==> src/rtl/serial_adder_if.sv <==
// Request/result bundle for the bit-serial adder.
// The master drives the operands and start; the slave returns status and the result.
interface serial_adder_if #(
  parameter int WIDTH = 8
);
  logic             start;
  logic [WIDTH-1:0] a;
  logic [WIDTH-1:0] b;
  logic             cin;
  logic             busy;
  logic             done;
  logic [WIDTH-1:0] sum;
  logic             cout;

  modport master (
    output start, a, b, cin,
    input  busy, done, sum, cout
  );

  modport slave (
    input  start, a, b, cin,
    output busy, done, sum, cout
  );
endinterface

==> src/rtl/serial_adder.sv <==
// Bit-serial ripple adder: one full-adder bit per clock, LSB first, one carry flop.
// The result appears on sum/cout together with a one-cycle done pulse.
module serial_adder #(
  parameter int WIDTH = 8
) (
  input  logic               clk,
  input  logic               rst,
  serial_adder_if.slave      bus
);

  localparam int CNT_W = $clog2(WIDTH);

  typedef enum logic [1:0] {
    IDLE  = 2'd0,
    SHIFT = 2'd1,
    DONE  = 2'd2
  } state_t;

  state_t           state_q, state_d;
  logic [WIDTH-1:0] ra_q, ra_d;
  logic [WIDTH-1:0] rb_q, rb_d;
  logic [WIDTH-2:0] res_q, res_d;
  logic             carry_q, carry_d;
  logic [CNT_W-1:0] cnt_q, cnt_d;
  logic [WIDTH-1:0] sum_q, sum_d;
  logic             cout_q, cout_d;

  logic             bit_s;
  logic             bit_c;
  logic [WIDTH-1:0] res_full;

  assign bit_s    = ra_q[0] ^ rb_q[0] ^ carry_q;
  assign bit_c    = (ra_q[0] & rb_q[0]) | (carry_q & (ra_q[0] ^ rb_q[0]));
  // Partial result keeps only the bits already produced; the newest bit enters at the MSB.
  assign res_full = {bit_s, res_q};

  always_comb begin
    state_d = state_q;
    ra_d    = ra_q;
    rb_d    = rb_q;
    res_d   = res_q;
    carry_d = carry_q;
    cnt_d   = cnt_q;
    sum_d   = sum_q;
    cout_d  = cout_q;

    case (state_q)
      IDLE, DONE: begin
        if (bus.start) begin
          ra_d    = bus.a;
          rb_d    = bus.b;
          carry_d = bus.cin;
          cnt_d   = '0;
          state_d = SHIFT;
        end else begin
          state_d = IDLE;
        end
      end
      SHIFT: begin
        ra_d    = ra_q >> 1;
        rb_d    = rb_q >> 1;
        carry_d = bit_c;
        res_d   = res_full[WIDTH-1:1];
        if (cnt_q == CNT_W'(WIDTH - 1)) begin
          sum_d   = res_full;
          cout_d  = bit_c;
          state_d = DONE;
        end else begin
          cnt_d = cnt_q + CNT_W'(1);
        end
      end
      default: state_d = IDLE;
    endcase
  end

  always_ff @(posedge clk or posedge rst) begin
    if (rst) begin
      state_q <= IDLE;
      ra_q    <= '0;
      rb_q    <= '0;
      res_q   <= '0;
      carry_q <= 1'b0;
      cnt_q   <= '0;
      sum_q   <= '0;
      cout_q  <= 1'b0;
    end else begin
      state_q <= state_d;
      ra_q    <= ra_d;
      rb_q    <= rb_d;
      res_q   <= res_d;
      carry_q <= carry_d;
      cnt_q   <= cnt_d;
      sum_q   <= sum_d;
      cout_q  <= cout_d;
    end
  end

  assign bus.busy = (state_q == SHIFT);
  assign bus.done = (state_q == DONE);
  assign bus.sum  = sum_q;
  assign bus.cout = cout_q;

endmodule

==> src/flat_wrapper.sv <==
// flat-port wrapper written by rule: the top's interface ports become plain ports
module serial_adder_flat 
#(
  parameter int WIDTH = 8
)
  (clk, rst, bus_start, bus_a, bus_b, bus_cin, bus_busy, bus_done, bus_sum, bus_cout);
  serial_adder_if #(.WIDTH(WIDTH)) bus_i ();
  input  logic clk;
  input  logic rst;
  input wire logic [$bits(bus_i.start)-1:0] bus_start;
  input wire logic [$bits(bus_i.a)-1:0] bus_a;
  input wire logic [$bits(bus_i.b)-1:0] bus_b;
  input wire logic [$bits(bus_i.cin)-1:0] bus_cin;
  output wire logic [$bits(bus_i.busy)-1:0] bus_busy;
  output wire logic [$bits(bus_i.done)-1:0] bus_done;
  output wire logic [$bits(bus_i.sum)-1:0] bus_sum;
  output wire logic [$bits(bus_i.cout)-1:0] bus_cout;
  assign bus_i.start = bus_start;
  assign bus_i.a = bus_a;
  assign bus_i.b = bus_b;
  assign bus_i.cin = bus_cin;
  assign bus_busy = bus_i.busy;
  assign bus_done = bus_i.done;
  assign bus_sum = bus_i.sum;
  assign bus_cout = bus_i.cout;
  serial_adder #(.WIDTH(WIDTH)) u_core (.clk(clk), .rst(rst), .bus(bus_i));
endmodule
==> config.mk <==
export PLATFORM = sky130hd
export DESIGN_NAME = serial_adder_flat
export DESIGN_NICKNAME = d
export VERILOG_FILES = /design/src/rtl/serial_adder_if.sv /design/src/rtl/serial_adder.sv /design/src/flat_wrapper.sv
export SDC_FILE = /design/constraint.sdc
export NUM_CORES = 1
export LEC_CHECK = 0
export ABC_AREA = 1
export CAP_MARGIN = 10
export CORE_MARGIN = 2
export CORE_UTILIZATION = 56
export DETAILED_ROUTE_END_ITERATION = 8
export PLACE_DENSITY_LB_ADDON = 0.25
export SLEW_MARGIN = 5
export SYNTH_ARGS = -nofsm -noshare
export SYNTH_HDL_FRONTEND = slang
export SYNTH_SLANG_ARGS = --single-unit
==> constraint.sdc <==
create_clock -name clk -period 3.85 [get_ports clk]
set_input_delay 0.9625 -clock clk [delete_from_list [all_inputs] [get_ports clk]]
set_output_delay 0.9625 -clock clk [all_outputs]
set_load 0.02 [all_outputs]
After elaboration in Yosys (flattened, before gate mapping):

Index checks and enable logic that the tools add are counted.

* flip-flop bits (word level): 38
* bits of input ports: 20
* output and inout port bits: 11
* logic and storage cells: 38

* $add $sub $neg: 1
* equal/unequal tests: 6
* multiplexer cells: 12
* bitwise gates (word level): 5
* reduce and logical (&&, ||, !) cells: 6

Operators with widths (number)
* $pmux 8 s2: 2
* $mux 8: 2
* $mux 3: 2
* $pmux 3 s2: 1
* $ne 2x2->1 const B: 2
* $pmux 2 s2: 1
* $reduce_and 2->1: 2
* $add 3x1->3 const B: 1
* $eq 3x3->1 const B: 1
* $reduce_and 3->1: 1
* $and 1x1->1: 2
* $eq 2x1->1 const B: 1
* $eq 2x2->1 const B: 1
* $logic_not 2->1: 1
* $mux 1: 2
* $mux 2: 1
* $ne 2x1->1 const B: 1
* $pmux 1 s2: 1
* $reduce_bool 2->1: 1
* $reduce_or 2->1: 1
* $xor 1x1->1: 2
* $or 1x1->1: 1

Longest topological paths before layout:

Gate-level depths: netlist of run 1.

* word-level depth: 4
* gate-level depth with buffers: 8
* gate-level depth less buffers: 6

Least setup slack after synthesis of run 1:

No wires, ideal clock.

* kind: register to output
* start: reg u_core.state_q[0]
* end: out bus_done
* arrival: 992 ps
* data required time: 2888 ps
* setup slack: 1895 ps
* stages on the path, launching flop included: 4
* buffers on the path: 2
* cells stage by stage: dfrtp_1 -> buf_6 -> clkbuf_1 -> nor2_1

* word-level cells in the longest chain between the ends: 1

Ends and longest elaborated chain
* from (decl): line serial_adder.sv:19 `state_t state_q, state_d;`
* from (signal assigned): line serial_adder.sv:87 `state_q <= state_d;`
* $eq 2x2->1: line serial_adder.sv:99 `assign bus.done = (state_q == DONE);`
* to (decl): line flat_wrapper.sv:15 `output wire logic [$bits(bus_i.done)-1:0] bus_done;`

Every way passes these cells.

Worst setup path after layout of run 1:

Ends and elaborated chain as after synthesis.

==> results.cfg, run 1 <==
[cts]
cts_setup_buffers = 0
cts_sinks = 38
hold_buffers = 0
cts.htree.levels = 2
root_buffer = clkbuf_4
clock_path_buffers = 2
clk_latency_ps = 340
cts_resized = 0
clk_pin_slew_worst_paths_ps = 110
cts_tree = yes
cts_made_buffers = 5

[routing]
drtIter0Drc = 80
wl_per_cell_um = 11.3
drt_first_pass_iters = 4
vias_per_cell = 4.66
drc = 0
vias = 1392
wl_um = 3390
antenna_left = 0

[sta]
period_share_pct = 68.3
setup_viol = 0
hold_viol = 0
rsz0062_at_grt = no
final.setup.tns_ps = 0
worst_slack_ps = 1220
fmax_ghz = 0.380
worst_pin_slew_ps = 467
fin_skew_ps = 5.11
slew_headroom_pct = 68.9
slew_viol_final = 0
fin_crit_ps = 2630

[setup_path]
reg2reg_depth = 6
crit_required_ps = 2890
cp.arrival_ps = 1670
r2r_start = u_core.state_q[1]$_DFFE_PP0P_
r2r_slack_ps = 2240
setup.worst_path.end_class = output port
crit_fanout = 18
cpMaxStageDelayCell = clkdlybuf4s50_1
critical-path-top-delay-family = buffers and inverters
worst-path-buf-inv = 2
max_stage_delay_ps = 600
cp-start-kind = register
r2r-end = u_core.rb_q[1]$_DFFE_PP0P_
path_class = reg2out
worstPathCellList = buf_4, nor2_1, clkdlybuf4s50_1

[floorplan]
die_x_um = 61.7
dieArea_sq_um = 3800
rows = 20
dieHeight_um = 61.7
io_pins = 31
coreArea_sq_um = 3100
initial_utilization_pct = 60.0

[yosys]
yosysWarnings = 0
netlist.area_leader.share_pct = 51.0
synthFlopType = dfrtp_1
ys_top_cells_by_count = 72 x nand2_1, 42 x inv_1, 38 x dfrtp_1, 33 x nand3_1, 9 x o21ai_0
syn_inst = 224
ys_seq_area_share_pct = 51.0
ys_async_sr_fraction_pct = 100
netlist_area_sq_um = 1860
syn-mean-instance-area_sq_um = 8.32
synth_seq_cells = 38
synth.distinct_cells = 18
synth_most_common_cell = nand2_1
yosys-top-cells-area = dfrtp_1 51%, nand2_1 15%, nand3_1 8.9%
synth_area_leader_cell = dfrtp_1
synth_edf_count = 0
syn_nets = 247

[pwr]
pwr-share-comb_pct = 47.6
ir_worst_vdd_v = 0.000409
p_sw_mw = 0.741
intPower_mw = 1.04
power.share.sequential_pct = 38.3
p_leak_nw = 1.21
swShare_pct = 41.7
p_clk_share_pct = 14.1
p_per_area_nw_per_um2 = 796

[final_layout]
register_area_sq_um = 951
fillCellCount = 262
multiInputGateArea_sq_um = 663
drive_above_1_share_pct = 10.2
diodes = 0
syn2layout_area_growth_pct = 19.9
nNetsFinal = 277

[placed_design]
place_ws_ps = 1600
dp_hpwl_um = 2250
port_buffers = 30
place.gp.congestion = 0.751

[run]
maxCapViolations = 0

[min_path]
hold_depth = 2
min_to = u_core.bus.sum[4]$_DFFE_PP0P_
min_from = u_core.bus.sum[4]$_DFFE_PP0P_
hold_path.class = reg2reg

[global_route]
antenna_found_initial = 0
grt_pass1_wl_um = 5890
grt_max_degree = 39
grt_usage_pct = 21.9
grt.overflow.total = 0
grt_pass1_vias = 1325

[run_status]
status = finished clean
flip-flops by register name, summed over array words and instances (netlist names):
register and count:
u_core.carry_q 1, u_core.bus.cout 1, u_core.cnt_q 3, u_core.bus.sum 8
u_core.res_q 7, u_core.state_q 2, u_core.ra_q 8, u_core.rb_q 8
routing by layer:
layer | track usage, % | vias up | routed length (um)
li1 | - | 734 | -
met5 | 0 | - | 0
met3 | 6.30 | 5 | 173
met1 | 29.4 | 629 | 1550
met4 | 7.29 | 0 | 33
met2 | 34.6 | 24 | 1640
power by group through the flow:
stage | combinational [mW] | clock [mW] | sequential, mW
2_1_floorplan | 0.622 | 0 | 0.719
3_3_place_gp | 0.834 | 0 | 0.680
3_5_place_dp | 0.852 | 0 | 0.689
4_1_cts | 0.859 | 0.260 | 0.682
5_1_grt | 0.972 | 0.278 | 0.700
6_report | 0.846 | 0.252 | 0.681
worst max-delay path by stage:
stage / startpoint / endpoint / cells past startpoint
3_3_place_gp: u_core.state_q[0]$_DFFE_PP0P_ / bus_done / 3
2_1_floorplan: u_core.state_q[0]$_DFFE_PP0P_ / bus_done / 3
4_1_cts: u_core.state_q[0]$_DFFE_PP0P_ / bus_done / 3
3_5_place_dp: u_core.state_q[0]$_DFFE_PP0P_ / bus_done / 3
6_report: u_core.state_q[0]$_DFFE_PP0P_ / bus_done / 3
5_1_grt: u_core.state_q[0]$_DFFE_PP0P_ / bus_done / 3
metrics by stage:
step	utilization [%]	total power [mW]	instance area [sq um]	hold WS, ps	cells
after detailed placement	69.5	1.54	2160	465	291
after global placement	69.5	1.51	2160	462	291
after floorplan	-	1.34	1860	442	224
final	72.0	1.78	2230	486	299
after global routing	72.0	1.95	2230	509	299
after CTS	72.0	1.80	2230	492	299
cell type report:
class	instances	area share, %
inverter	45	7.67
sequential	38	42.6
tap	44	2.46
multi-input combinational	132	29.7
clock buffer	8	3.53
timing repair buffer	32	14.1
logic make-up (layout without fill, tap and decap cells):
family                   after synthesis  count (layout)  share of synthesized area [%]
adder cells (fa/ha/maj)                3               3                           2.42
AND/OR/NAND/NOR                      112             112                           27.0
buffers and inverters                 54              85                           13.4
AO/OA/AOI/OAI                         17              17                           6.18
flip-flops                            38              38                           51.0
worst register-to-register path, cell delays in order, from the launching register on:
cell and delay, ps:
dfrtp_1 430, inv_2 270, nand2_4 260, nand2_4 280, inv_4 130, nand2_1 90, nand2_1 60
cell usage in the layout (no fill, tap or decap):
cell type	count
buf_4	2
clkbuf_4	5
clkbuf_8	3
clkdlybuf4s50_1	30
dfrtp_1	38
fa_1	1
ha_1	2
inv_1	42
inv_2	2
inv_4	1
nand2_1	72
nand2_4	4
nand3_1	33
nand3b_1	1
nor2_1	1
nor2_4	1
o21ai_0	9
o21ai_2	8
(Power assumes the default switching activity.)
==> inputs of run 2 (changes only) <==
CORE_UTILIZATION = 47   (was 56)
clock period = 2.25 ns   (was 3.85 ns; I/O delays follow)
==> run 2 against run 1 <==
Total power is 79% higher. Highest routed layer unchanged. Combinational power is 73% higher. Utilization is 11 points lower. Largest power group unchanged. Critical path depth stayed put. Count of clock-buffer cells in the layout stayed put. Worst setup slack worse by 1100 ps. Global-route usage is 3.2 points lower. Worst hold slack worse by 6.5 ps.
==> results.cfg, run 2 (same netlist as run 1, synthesis figures left out) <==
[cts]
hold_buffers = 0
clk_latency_ps = 280
cts_made_buffers = 5
cts_tree = yes
cts_sinks = 38
cts_setup_buffers = 0
clock_path_buffers = 2
root_buffer = clkbuf_8
clk_pin_slew_worst_paths_ps = 70
cts.htree.levels = 2
cts_resized = 0

[final_layout]
layout_commonest_cell = nand2_1
layout.cells.most_common_list = 72 x nand2_1, 42 x inv_1, 38 x dfrtp_1
diodes = 0
multiInputGateArea_sq_um = 663
drive_above_1_share_pct = 10.9
register_area_sq_um = 951
post-route-util_pct = 61.1
syn2layout_area_growth_pct = 22.7
fillCellCount = 333
nNetsFinal = 279

[floorplan]
coreArea_sq_um = 3740
die_x_um = 67.0
rows = 22
io_pins = 31
dieHeight_um = 67.0
initial_utilization_pct = 49.8
dieArea_sq_um = 4480

[global_route]
met1_usage_pct = 23.6
grt_max_degree = 39
grt.met2_usage_pct = 31.3
grt_pass1_vias = 1436
antenna_found_initial = 0
grt_usage_pct = 18.8
grt.overflow.total = 0
use_met3_pct = 3.72
grt.busiest_layer = met2
grt_pass1_wl_um = 6250

[sta]
period_share_pct = 92.9
slew_headroom_pct = 68.4
worst_pin_slew_ps = 474
holdWs_ps = 480
fmax_ghz = 0.478
fin_crit_ps = 2090
worst_slack_ps = 159
final.setup.tns_ps = 0
fin_skew_ps = 4.62
hold_viol = 0
setup_viol = 0
rsz0062_at_grt = no
slew_viol_final = 0

[routing]
wl_per_cell_um = 11.6
drt_first_pass_iters = 6
wl_um = 3530
drc = 0
vias_per_cell = 4.76
antenna_left = 0
drtIter0Drc = 73
vias = 1453

[pwr]
p_clk_share_pct = 17.1
power.share.sequential_pct = 37.1
pwr-share-comb_pct = 45.8
p_sw_mw = 1.29
p_per_area_nw_per_um2 = 1390
p_leak_nw = 1.23
intPower_mw = 1.89
swShare_pct = 40.6
ir_worst_vdd_v = 0.000774

[run]
maxCapViolations = 0

[min_path]
min_from = u_core.res_q[0]$_DFFE_PP0N_
hold_path.class = reg2reg

[setup_path]
cpMaxStageDelayCell = clkdlybuf4s50_1
worst-path-buf-inv = 2
crit_path_start = u_core.state_q[0]$_DFFE_PP0P_
worstPathCellList = inv_2, nor2_4, clkdlybuf4s50_1
path_class = reg2out
setup.worst_path.end_class = output port
critical-path-top-delay-family = buffers and inverters
cp.arrival_ps = 1530
max_stage_delay_ps = 620
r2r_start = u_core.state_q[1]$_DFFE_PP0P_
crit_fanout = 4
crit_required_ps = 1690
cp-start-kind = register

[run_status]
status = finished clean

[placed_design]
dp_hpwl_um = 2410
place.gp.congestion = 0.733
port_buffers = 30
place_ws_ps = 471
[run 2: per-layer routing]
layer / part of all wire (%) / vias to the layer above
li1: - / 740
met1: 46 / 682
met2: 48 / 26
met3: 4.1 / 5
met4: 1.3 / 0
met5: 0 / -
[run 2: final timing paths]
kind	to	slack (ps)	cells past startpoint
worst max register to register	u_core.rb_q[2]$_DFFE_PP0P_	650	7
max in group asynchronous	u_core.bus.sum[6]$_DFFE_PP0P_	1230	3
worst min-delay path	u_core.bus.sum[0]$_DFFE_PP0P_	480	2
min in group asynchronous	u_core.rb_q[6]$_DFFE_PP0P_	690	3
worst max-delay path	bus_busy	160	3
worst min register to register	u_core.bus.sum[0]$_DFFE_PP0P_	480	2
[run 2: worst reg2reg max path, cell delays in order (launching register included)]
cell and delay, ps:
dfrtp_1 420, inv_2 70, buf_4 220, nand2_4 230, nand2_4 290, inv_4 130
nand2_1 90, nand2_1 60
[run 2: cell type report]
cell class / count / area share, %
clock buffer: 8 / 4.82
inverter: 45 / 7.50
multi-input combinational: 132 / 29.0
sequential: 38 / 41.6
tap: 48 / 2.63
timing repair buffer: 34 / 14.4
[run 2: per-stage QoR]
step | instance area, sq um | power (mW) | std cells
2_1_floorplan | 1860 | 2.30 | 224
3_3_place_gp | 2180 | 2.61 | 297
3_5_place_dp | 2180 | 2.66 | 297
4_1_cts | 2290 | 3.22 | 305
5_1_grt | 2290 | 3.48 | 305
6_report | 2290 | 3.17 | 305
[run 2: power groups by stage]
stage	clock network [mW]	logic [mW]	registers, mW
6_report	0.542	1.46	1.18
4_1_cts	0.554	1.48	1.18
3_3_place_gp	0	1.44	1.18
2_1_floorplan	0	1.06	1.23
3_5_place_dp	0	1.47	1.19
5_1_grt	0.590	1.67	1.22
==> patch, RTL diff (config.mk and constraints of run 1) <==
Encoding of `state_t`: now one-hot (3 bits for 3 states).
--- a/src/rtl/serial_adder.sv
+++ b/src/rtl/serial_adder.sv
@@ -12,6 +12,6 @@
 
-  typedef enum logic [1:0] {
-    IDLE  = 2'd0,
-    SHIFT = 2'd1,
-    DONE  = 2'd2
+  typedef enum logic [2:0] {
+    IDLE  = 3'b001,
+    SHIFT = 3'b010,
+    DONE  = 3'b100
   } state_t;
Behaviour: no difference found for any inputs over 10 cycles, from zero or initial values and one cycle with rst high; not proved beyond that.
==> patch against run 1 <==
Wire length is 6.7% higher. Worst hold slack improved by 0.0092 ns. Total power decreased by 20%. Sequential power is 4.8% lower. Combinational power decreased by 37%. Clock skew decreased by 0.00091 ns. Synthesized cell count is 0.89% higher. Via count increased by 11%. Sequential share of layout area up 1.4 points. Final area shrank 0.62%. Sequential cell count grew 1. Area after synthesis is 0.20% higher. Setup slack worse by 0.17 ns. Critical endpoint is now bus_busy. Largest power group is now registers. Highest routed layer unchanged.
==> patch: results <==
[synthesis]
share_of_async_settable_or_async_resettable_flops_after_synthesis = 1.00
synth_area_leaders = sky130_fd_sc_hd__dfrtp_1, sky130_fd_sc_hd__nand2_1, sky130_fd_sc_hd__nand3_1
synth-compound-area-share = 0.0402
mappedNetlistNets = 249
ys_seq_area_frac = 0.523
synthTopCellsByCount = sky130_fd_sc_hd__nand2_1, sky130_fd_sc_hd__nand3_1, sky130_fd_sc_hd__dfrtp_1, sky130_fd_sc_hd__inv_1, sky130_fd_sc_hd__o21ai_0
synth_fa_ha_area_frac = 0.0241
mean_instance_size_in_the_synthesized_netlist_sq_um = 8.26

[cells_and_area]
final_layout_size_suffix_gt1_frac = 0.0669
final_net_count = 276

[global_routing]
grt_use_met1 = 0.313
antenna_found_initial = 0
grt_start_max_net_pins = 48
grt_pass1_wl_microns = 6540
met3_usage = 0.0683
grt_use_total = 0.233
via_count_of_the_first_global_routing_pass = 1530
grtUsageMet2 = 0.376

[outcome]
status = complete, no violations

[die]
core_area_sq_um = 3100

[detailed_routing]
met1Wirelength_microns = 1730
met2_length_microns = 1730
highest_layer = met4
met3_wirelength_microns = 123
detail_route.first_pass.iterations = 4
wire_per_inst_microns = 12.1
detail_route.iter0.violations = 128
route.vias.total = 1550
vias_per_cell = 5.20

[timing]
hold_slack_ns = 0.495
max_slew_headroom = 0.587
timing.fmax_mhz = 357
fin_worst_skew_ns = 0.00420

[placed_design]
place_congestion = 0.735
dp.cells = 290
post-place-ws_ns = 1.42
io_buffer_count = 30
dpl_cell_area_sq_um = 2150
dpl.hpwl_microns = 2400

[critical_path]
crit_start = u_core.state_q[2]
rr_endpoint = u_core.rb_q[0]
critical_path.top_delay_family = buffers and inverters
timing.critical_path.arrival_ns = 1.84
setup.worst_path.end = bus_busy
rrSetupSlack_ns = 1.93
worstReg2RegStart = u_core.state_q[0]

[min_path]
holdPathEnd = u_core.bus.sum[0]
worstHoldStart = u_core.bus.sum[0]

[pwr]
vdd_ir_drop_max_uv = 396
p_leak_uw = 0.00116

[clock_network]
root_buf_cell = sky130_fd_sc_hd__clkbuf_4
tritoncts.num_buffers = 5
[patch: cell count changes after synthesis, moves of 2 or more]
| cell | delta |
|---|---|
| sky130_fd_sc_hd__inv_1 | -27 |
| sky130_fd_sc_hd__nand3_1 | +21 |
| sky130_fd_sc_hd__o21ai_2 | -8 |
| sky130_fd_sc_hd__nand2_1 | +7 |
| sky130_fd_sc_hd__o21ai_0 | +6 |
| sky130_fd_sc_hd__nand2_4 | -4 |
| sky130_fd_sc_hd__buf_2 | +3 |
| sky130_fd_sc_hd__buf_4 | +2 |
| sky130_fd_sc_hd__buf_6 | -2 |
| sky130_fd_sc_hd__nand2_2 | +2 |
| sky130_fd_sc_hd__nand3_2 | +2 |
[patch: area by class of cell]
type                    count  area [sq um]
well taps                  44          55.1
inverters                  17          63.8
flip-flops and latches     39           977
clock buffers               8          68.8
multi-input cells         158           741
repair buffers             32           315
fillers                   279           882
[patch: power breakdown]
group	switching [uW]	internal (uW)
sequential	92.7	555
clock	129	107
combinational	335	196
